[config.mk]
export PLATFORM = sky130hd
export DESIGN_NAME = ysyx_25040105_lsu_flat
export DESIGN_NICKNAME = d
export VERILOG_FILES = /design/src/rtl/ysyx_25040105_lsu_pkg.sv /design/src/rtl/ysyx_25040105_lsu_if.sv /design/src/rtl/ysyx_25040105_lsu_align.sv /design/src/rtl/ysyx_25040105_lsu.sv /design/src/flat_wrapper.sv
export SDC_FILE = /design/constraint.sdc
export NUM_CORES = 1
export LEC_CHECK = 0
export BUFFER_PORTS_ARGS = -buffer_cell sky130_fd_sc_hd__clkbuf_2
export CORE_ASPECT_RATIO = 0.5
export CORE_MARGIN = 3
export CORE_UTILIZATION = 54
export DETAILED_ROUTE_END_ITERATION = 6
export PLACE_DENSITY = 0.95
export SYNTH_ARGS = -nofsm -noshare
export SYNTH_HDL_FRONTEND = slang
export SYNTH_SLANG_ARGS = --single-unit
[constraint.sdc]
create_clock -name clk -period 4.8 [get_ports clk]
set_input_delay 0.48 -clock clk [delete_from_list [all_inputs] [get_ports clk]]
set_output_delay 0.48 -clock clk [all_outputs]
set_load 0.03 [all_outputs]
[src/rtl/ysyx_25040105_lsu_pkg.sv]
// Shared constants, FSM state type and the alignment rule for the load/store unit.
package ysyx_25040105_lsu_pkg;

    localparam logic [1:0] SZ_B = 2'b00;
    localparam logic [1:0] SZ_H = 2'b01;
    localparam logic [1:0] SZ_W = 2'b10;
    localparam logic [1:0] SZ_X = 2'b11;

    localparam int OP_STORE = 3;
    localparam int OP_UNS   = 2;

    typedef enum logic [1:0] {
        S_IDLE = 2'd0,
        S_REQ  = 2'd1,
        S_WAIT = 2'd2,
        S_DONE = 2'd3
    } lsu_state_e;

    // An illegal size is treated like a misaligned access: it never reaches memory.
    function automatic logic is_misaligned(input logic [1:0] size, input logic [1:0] addr_lo);
        logic mis;
        mis = 1'b0;
        case (size)
            SZ_H:    mis = addr_lo[0];
            SZ_W:    mis = (addr_lo != 2'b00);
            SZ_X:    mis = 1'b1;
            default: mis = 1'b0;
        endcase
        return mis;
    endfunction

endpackage

[src/rtl/ysyx_25040105_lsu_if.sv]
// Upstream, writeback and memory-port signals of the load/store unit.
// Each valid/ready pair transfers on a rising edge where both are high; the sender holds its payload stable while valid is high and ready is low.
interface ysyx_25040105_lsu_if;
    logic        in_valid;
    logic        in_ready;
    logic [31:0] in_addr;
    logic [31:0] in_wdata;
    logic [3:0]  in_op;
    logic [4:0]  in_rd;

    logic        out_valid;
    logic        out_ready;
    logic [31:0] out_rdata;
    logic [4:0]  out_rd;
    logic        out_wen;
    logic        out_err;

    logic        mem_req_valid;
    logic        mem_req_ready;
    logic [31:0] mem_addr;
    logic        mem_wen;
    logic [31:0] mem_wdata;
    logic [3:0]  mem_wstrb;
    logic        mem_resp_valid;
    logic [31:0] mem_rdata;
    logic        mem_resp_err;

    modport lsu (
        input  in_valid, in_addr, in_wdata, in_op, in_rd,
        output in_ready,
        output out_valid, out_rdata, out_rd, out_wen, out_err,
        input  out_ready,
        output mem_req_valid, mem_addr, mem_wen, mem_wdata, mem_wstrb,
        input  mem_req_ready, mem_resp_valid, mem_rdata, mem_resp_err
    );

    modport env (
        output in_valid, in_addr, in_wdata, in_op, in_rd,
        input  in_ready,
        input  out_valid, out_rdata, out_rd, out_wen, out_err,
        output out_ready,
        input  mem_req_valid, mem_addr, mem_wen, mem_wdata, mem_wstrb,
        output mem_req_ready, mem_resp_valid, mem_rdata, mem_resp_err
    );
endinterface

[src/rtl/ysyx_25040105_lsu_align.sv]
// Combinational lane logic: store data/strobe replication and load extract/extend.
module ysyx_25040105_lsu_align
    import ysyx_25040105_lsu_pkg::*;
(
    input  logic [1:0]  st_size,
    input  logic [1:0]  st_addr_lo,
    input  logic [31:0] st_wdata_in,
    output logic [31:0] st_wdata,
    output logic [3:0]  st_wstrb,
    input  logic [1:0]  ld_size,
    input  logic        ld_uns,
    input  logic [1:0]  ld_addr_lo,
    input  logic [31:0] ld_rdata,
    output logic [31:0] ld_data
);
    logic [31:0] shifted;

    always_comb begin
        st_wdata = st_wdata_in;
        st_wstrb = 4'b1111;
        case (st_size)
            SZ_B: begin
                st_wdata = {4{st_wdata_in[7:0]}};
                st_wstrb = 4'b0001 << st_addr_lo;
            end
            SZ_H: begin
                st_wdata = {2{st_wdata_in[15:0]}};
                st_wstrb = 4'b0011 << st_addr_lo;
            end
            SZ_W:    st_wstrb = 4'b1111;
            default: st_wstrb = 4'b0000;
        endcase
    end

    always_comb begin
        shifted = ld_rdata >> {ld_addr_lo, 3'b000};
        ld_data = shifted;
        case (ld_size)
            SZ_B: ld_data = ld_uns ? {24'd0, shifted[7:0]} : {{24{shifted[7]}}, shifted[7:0]};
            SZ_H: ld_data = ld_uns ? {16'd0, shifted[15:0]} : {{16{shifted[15]}}, shifted[15:0]};
            default: ld_data = shifted;
        endcase
    end
endmodule

[src/rtl/ysyx_25040105_lsu.sv]
// Load/store unit: one aligned access at a time between execute and writeback.
// Every output is either a flop or a decode of the state register.
module ysyx_25040105_lsu
    import ysyx_25040105_lsu_pkg::*;
#(
    parameter int unsigned TIMEOUT = 255
) (
    input  logic             clk,
    input  logic             rst_n,
    ysyx_25040105_lsu_if.lsu bus,
    output lsu_state_e       dbg_state
);
    localparam logic [15:0] TMO_LAST = 16'(TIMEOUT - 1);

    lsu_state_e  state_q, state_d;
    logic [1:0]  addr_lo_q, addr_lo_d;
    logic [3:0]  op_q, op_d;
    logic [15:0] timer_q, timer_d;
    logic [31:0] out_rdata_q, out_rdata_d;
    logic [4:0]  out_rd_q, out_rd_d;
    logic        out_wen_q, out_wen_d;
    logic        out_err_q, out_err_d;
    logic [31:0] mem_addr_q, mem_addr_d;
    logic        mem_wen_q, mem_wen_d;
    logic [31:0] mem_wdata_q, mem_wdata_d;
    logic [3:0]  mem_wstrb_q, mem_wstrb_d;

    logic [31:0] st_wdata, ld_data;
    logic [3:0]  st_wstrb;
    logic        is_load;

    // Store lanes come from the incoming request; load extraction from the latched one.
    ysyx_25040105_lsu_align u_align (
        .st_size    (bus.in_op[1:0]),
        .st_addr_lo (bus.in_addr[1:0]),
        .st_wdata_in(bus.in_wdata),
        .st_wdata   (st_wdata),
        .st_wstrb   (st_wstrb),
        .ld_size    (op_q[1:0]),
        .ld_uns     (op_q[OP_UNS]),
        .ld_addr_lo (addr_lo_q),
        .ld_rdata   (bus.mem_rdata),
        .ld_data    (ld_data)
    );

    assign is_load = ~op_q[OP_STORE];

    always_comb begin
        state_d     = state_q;
        addr_lo_d   = addr_lo_q;
        op_d        = op_q;
        timer_d     = timer_q;
        out_rdata_d = out_rdata_q;
        out_rd_d    = out_rd_q;
        out_wen_d   = out_wen_q;
        out_err_d   = out_err_q;
        mem_addr_d  = mem_addr_q;
        mem_wen_d   = mem_wen_q;
        mem_wdata_d = mem_wdata_q;
        mem_wstrb_d = mem_wstrb_q;
        case (state_q)
            S_IDLE: begin
                if (bus.in_valid) begin
                    addr_lo_d   = bus.in_addr[1:0];
                    op_d        = bus.in_op;
                    out_rd_d    = bus.in_rd;
                    mem_addr_d  = {bus.in_addr[31:2], 2'b00};
                    mem_wen_d   = bus.in_op[OP_STORE];
                    mem_wdata_d = st_wdata;
                    mem_wstrb_d = bus.in_op[OP_STORE] ? st_wstrb : 4'b0000;
                    if (is_misaligned(bus.in_op[1:0], bus.in_addr[1:0])) begin
                        state_d     = S_DONE;
                        out_err_d   = 1'b1;
                        out_wen_d   = 1'b0;
                        out_rdata_d = 32'd0;
                    end else begin
                        state_d = S_REQ;
                    end
                end
            end
            S_REQ: begin
                if (bus.mem_req_ready) begin
                    state_d = S_WAIT;
                    timer_d = 16'd0;
                end
            end
            S_WAIT: begin
                timer_d = timer_q + 16'd1;
                // A response on the last allowed cycle beats the timeout.
                if (bus.mem_resp_valid) begin
                    state_d     = S_DONE;
                    out_err_d   = bus.mem_resp_err;
                    out_rdata_d = (is_load && !bus.mem_resp_err) ? ld_data : 32'd0;
                    out_wen_d   = is_load && !bus.mem_resp_err && (out_rd_q != 5'd0);
                end else if (timer_q == TMO_LAST) begin
                    state_d     = S_DONE;
                    out_err_d   = 1'b1;
                    out_rdata_d = 32'd0;
                    out_wen_d   = 1'b0;
                end
            end
            S_DONE: begin
                if (bus.out_ready) state_d = S_IDLE;
            end
            default: state_d = S_IDLE;
        endcase
    end

    always_ff @(posedge clk or negedge rst_n) begin
        if (!rst_n) begin
            state_q     <= S_IDLE;
            addr_lo_q   <= 2'd0;
            op_q        <= 4'd0;
            timer_q     <= 16'd0;
            out_rdata_q <= 32'd0;
            out_rd_q    <= 5'd0;
            out_wen_q   <= 1'b0;
            out_err_q   <= 1'b0;
            mem_addr_q  <= 32'd0;
            mem_wen_q   <= 1'b0;
            mem_wdata_q <= 32'd0;
            mem_wstrb_q <= 4'd0;
        end else begin
            state_q     <= state_d;
            addr_lo_q   <= addr_lo_d;
            op_q        <= op_d;
            timer_q     <= timer_d;
            out_rdata_q <= out_rdata_d;
            out_rd_q    <= out_rd_d;
            out_wen_q   <= out_wen_d;
            out_err_q   <= out_err_d;
            mem_addr_q  <= mem_addr_d;
            mem_wen_q   <= mem_wen_d;
            mem_wdata_q <= mem_wdata_d;
            mem_wstrb_q <= mem_wstrb_d;
        end
    end

    assign bus.in_ready      = (state_q == S_IDLE);
    assign bus.out_valid     = (state_q == S_DONE);
    assign bus.mem_req_valid = (state_q == S_REQ);
    assign bus.out_rdata     = out_rdata_q;
    assign bus.out_rd        = out_rd_q;
    assign bus.out_wen       = out_wen_q;
    assign bus.out_err       = out_err_q;
    assign bus.mem_addr      = mem_addr_q;
    assign bus.mem_wen       = mem_wen_q;
    assign bus.mem_wdata     = mem_wdata_q;
    assign bus.mem_wstrb     = mem_wstrb_q;
    assign dbg_state         = state_q;
endmodule

[src/flat_wrapper.sv]
// flat-port wrapper written by rule: the top's interface ports become plain ports
module ysyx_25040105_lsu_flat import ysyx_25040105_lsu_pkg::*;
#(
    parameter int unsigned TIMEOUT = 255
)
  (clk, rst_n, dbg_state, bus_in_valid, bus_in_addr, bus_in_wdata, bus_in_op, bus_in_rd, bus_in_ready, bus_out_valid, bus_out_rdata, bus_out_rd, bus_out_wen, bus_out_err, bus_out_ready, bus_mem_req_valid, bus_mem_addr, bus_mem_wen, bus_mem_wdata, bus_mem_wstrb, bus_mem_req_ready, bus_mem_resp_valid, bus_mem_rdata, bus_mem_resp_err);
  ysyx_25040105_lsu_if bus_i ();
  input  logic clk;
  input  logic rst_n;
  output lsu_state_e dbg_state;
  input wire logic [$bits(bus_i.in_valid)-1:0] bus_in_valid;
  input wire logic [$bits(bus_i.in_addr)-1:0] bus_in_addr;
  input wire logic [$bits(bus_i.in_wdata)-1:0] bus_in_wdata;
  input wire logic [$bits(bus_i.in_op)-1:0] bus_in_op;
  input wire logic [$bits(bus_i.in_rd)-1:0] bus_in_rd;
  output wire logic [$bits(bus_i.in_ready)-1:0] bus_in_ready;
  output wire logic [$bits(bus_i.out_valid)-1:0] bus_out_valid;
  output wire logic [$bits(bus_i.out_rdata)-1:0] bus_out_rdata;
  output wire logic [$bits(bus_i.out_rd)-1:0] bus_out_rd;
  output wire logic [$bits(bus_i.out_wen)-1:0] bus_out_wen;
  output wire logic [$bits(bus_i.out_err)-1:0] bus_out_err;
  input wire logic [$bits(bus_i.out_ready)-1:0] bus_out_ready;
  output wire logic [$bits(bus_i.mem_req_valid)-1:0] bus_mem_req_valid;
  output wire logic [$bits(bus_i.mem_addr)-1:0] bus_mem_addr;
  output wire logic [$bits(bus_i.mem_wen)-1:0] bus_mem_wen;
  output wire logic [$bits(bus_i.mem_wdata)-1:0] bus_mem_wdata;
  output wire logic [$bits(bus_i.mem_wstrb)-1:0] bus_mem_wstrb;
  input wire logic [$bits(bus_i.mem_req_ready)-1:0] bus_mem_req_ready;
  input wire logic [$bits(bus_i.mem_resp_valid)-1:0] bus_mem_resp_valid;
  input wire logic [$bits(bus_i.mem_rdata)-1:0] bus_mem_rdata;
  input wire logic [$bits(bus_i.mem_resp_err)-1:0] bus_mem_resp_err;
  assign bus_i.in_valid = bus_in_valid;
  assign bus_i.in_addr = bus_in_addr;
  assign bus_i.in_wdata = bus_in_wdata;
  assign bus_i.in_op = bus_in_op;
  assign bus_i.in_rd = bus_in_rd;
  assign bus_in_ready = bus_i.in_ready;
  assign bus_out_valid = bus_i.out_valid;
  assign bus_out_rdata = bus_i.out_rdata;
  assign bus_out_rd = bus_i.out_rd;
  assign bus_out_wen = bus_i.out_wen;
  assign bus_out_err = bus_i.out_err;
  assign bus_i.out_ready = bus_out_ready;
  assign bus_mem_req_valid = bus_i.mem_req_valid;
  assign bus_mem_addr = bus_i.mem_addr;
  assign bus_mem_wen = bus_i.mem_wen;
  assign bus_mem_wdata = bus_i.mem_wdata;
  assign bus_mem_wstrb = bus_i.mem_wstrb;
  assign bus_i.mem_req_ready = bus_mem_req_ready;
  assign bus_i.mem_resp_valid = bus_mem_resp_valid;
  assign bus_i.mem_rdata = bus_mem_rdata;
  assign bus_i.mem_resp_err = bus_mem_resp_err;
  ysyx_25040105_lsu #(.TIMEOUT(TIMEOUT)) u_core (.clk(clk), .rst_n(rst_n), .bus(bus_i), .dbg_state(dbg_state));
endmodule
==> impl_metrics.json <==
{
  "grt_use_total": 0.258,
  "n_fill_cell": 759,
  "cts-buffers-inserted": 17,
  "synth_cells": 590,
  "instances_no_fill": 963,
  "ios": 225,
  "clk_transition_reported_paths_ns": 0.06,
  "max_freq_mhz": 330,
  "antenna_cells": 0,
  "drt_iter0_markers": 375,
  "route.detailed.drc": 0,
  "start_kind": "flip-flop",
  "final_common_cell": "clkbuf_2",
  "syn-mean-instance-area_um2": 10.9,
  "vias": 5491,
  "grt_pass1_wl_um": 28000,
  "powerDensity_mw_per_mm2": 685,
  "syn_to_final_growth_pct": 27.2,
  "layout_common_cells": "clkbuf_2, dfrtp_1, mux2_2, o21ai_0, nand2_1",
  "final_hold_viol_count": 0,
  "antenna_found_initial": 0,
  "yosys.area.top_type_share": 0.502,
  "grt_pass1_vias": 5668,
  "insertion_delay_ns": 0.40,
  "cts_hold_buf": 0,
  "cts_repair_resize_count": 0,
  "setup_viol": 0,
  "rows": 27,
  "arrival_ns": 3.32,
  "slowest_stage": "o32ai_4",
  "slowest_delay_ns": 1.09,
  "cts_root_buffer": "clkbuf_16",
  "ys_types": 49,
  "outcome": "completed",
  "synth_edf_count": 0,
  "fin_skew_ns": 0.00884,
  "viasPerCell": 5.70,
  "hold_class": "in -> async",
  "rsz0062_at_grt": "false",
  "report.final.slew_viol_count": 0,
  "p_leak_nw": 4.00,
  "tritoncts": "built",
  "tightestPinTransition_ns": 1.23,
  "post_cts_buffers": 0,
  "yosys.area.top_type": "dfrtp_1",
  "numPlacedInstances": 931,
  "fin_nets": 909,
  "crit_path_frequent_cell": "inv_1",
  "port_buffers": 222,
  "drt-wirelength-per-cell_um": 17.5,
  "drt_pre_antenna_iters": 5,
  "initial_core_util": 0.568,
  "ys_seq_elements": 129,
  "die_area_mm2": 0.0133,
  "coreArea_mm2": 0.0113,
  "setup_tns_ns": 0,
  "critPathRequiredTime_ns": 5.09,
  "dp_hpwl_um": 11900,
  "grt_max_degree": 106,
  "crit_buf_inv": 2,
  "dieWidth_um": 160,
  "die_h_um": 83.2,
  "synth_area_leaders": "dfrtp_1, mux2_2, mux2i_1",
  "htree_levels": 4,
  "setup.worst_path.class": "reg -> reg",
  "vdd_drop_max_uv": 388,
  "path_delay_family": "compound AO/OA/AOI/OAI gates",
  "clock-sinks": 129,
  "crit_path_max_fanout": 34,
  "async_flop_share": 1.00,
  "netlist_area_mm2": 0.00643,
  "clockBufferDepth": 2,
  "drive_gt1_frac": 0.422,
  "worstPathCellList": "inv_1, ha_1, inv_1, o32ai_4, nor2_8, mux2_4",
  "ys_warn_count": 0,
  "ant_nets": 0,
  "synth_ff_type": "dfrtp_1",
  "period_minus_slack_ns": 3.03,
  "yosysSeqAreaShare": 0.502,
  "cap_violations": 0,
  "place_congestion": 0.899,
  "grt.overflow.total": 0,
  "routed_wl_um": 16900,
  "cp-end-kind": "flip-flop",
  "fin_crit_sh": 0.631,
  "maxSlewHeadroom": 0.178
}
cell type report:
cell class | count | area [µm²] | area share
inverters | 9 | 33.8 | 0.00413
clock inverters | 10 | 133 | 0.0162
well taps | 159 | 199 | 0.0243
multi-input cells | 411 | 3000 | 0.366
clock buffers | 22 | 474 | 0.0579
repair buffers | 223 | 1120 | 0.137
flip-flops and latches | 129 | 3230 | 0.394
cells by family (layout without fill, tap and decap cells):
group	after synthesis	after routing	synth area share
xor+xnor	7	7	0.00953
compound gates	144	144	0.138
fa+ha+maj	6	6	0.0117
mux	115	115	0.200
flops	129	129	0.502
buf+inv	51	264	0.0354
other cells	1	2	0.000583
simple gates	137	137	0.103
worst paths after layout:
kind	start	end	slack [ns]	cells after the start
max reg2reg	u_core.dbg_state[0]	u_core.bus.out_rdata[30]	1.77	6
max	u_core.dbg_state[0]	u_core.bus.out_rdata[30]	1.77	6
max in group asynchronous	rst_n	u_core.bus.mem_addr[16]	3.40	2
min in group clk	bus_in_addr[25]	u_core.bus.mem_addr[25]	0.30	2
min reg2reg	u_core.bus.mem_wdata[24]	u_core.bus.mem_wdata[24]	0.48	2
min	rst_n	u_core.bus.out_rdata[15]	0.28	1
metrics by stage:
stage	hold slack (ns)	setup WS (ns)	utilization	instance area (µm²)	total power, mW
finish	0.276	1.77	0.723	8180	5.61
global route	0.300	1.58	0.723	8180	5.90
CTS	0.294	1.87	0.722	8180	5.61
detailed placement	0.470	1.69	0.669	7570	4.26
global placement	0.462	1.76	0.669	7570	4.16
floorplan	0.184	2.42	-	6440	3.57
power by group:
group	switching, mW	leakage [nW]	internal, mW
combinational	1.66	2.06	0.823
sequential	0.329	1.65	1.47
clock	0.471	0.292	0.855
flip-flops by register name (all words and copies together) (netlist names):
| register | cells |
|---|---|
| u_core.bus.out_err | 1 |
| u_core.bus.mem_wdata | 32 |
| u_core.op_q | 4 |
| u_core.bus.out_rd | 5 |
| u_core.timer_q | 16 |
| u_core.bus.mem_addr | 30 |
| u_core.bus.mem_wstrb | 4 |
| u_core.bus.out_wen | 1 |
| u_core.bus.out_rdata | 32 |
| u_core.dbg_state | 2 |
| u_core.addr_lo_q | 2 |
Yosys cell counts, types with 2 or more instances:
| master | count |
|---|---|
| nand4_1 | 6 |
| buf_4 | 2 |
| or4_1 | 2 |
| and3_1 | 2 |
| mux2i_1 | 37 |
| nand3_1 | 5 |
| nor2b_1 | 9 |
| a211oi_1 | 15 |
| buf_1 | 12 |
| nor3_1 | 11 |
| ha_1 | 6 |
| or2_2 | 2 |
| xnor2_1 | 6 |
| buf_2 | 4 |
| a22o_1 | 2 |
| clkbuf_1 | 22 |
| mux2_2 | 68 |
| nor2_1 | 29 |
| a21boi_0 | 8 |
| mux2_4 | 10 |
| o31ai_1 | 9 |
| nand3b_1 | 3 |
| o21ai_0 | 65 |
| nand2_1 | 59 |
| o41ai_1 | 8 |
| inv_1 | 9 |
| dfrtp_1 | 129 |
| a21oi_1 | 28 |
| nor4_1 | 2 |
routing by layer:
layer | up-vias | track usage | routed length (µm)
li1 | 2522 | - | -
met1 | 2641 | 0.317 | 6770
met2 | 272 | 0.439 | 8400
met3 | 56 | 0.0548 | 1120
met4 | 0 | 0.119 | 605
met5 | - | 0 | 0
(Power assumes the default switching activity.)
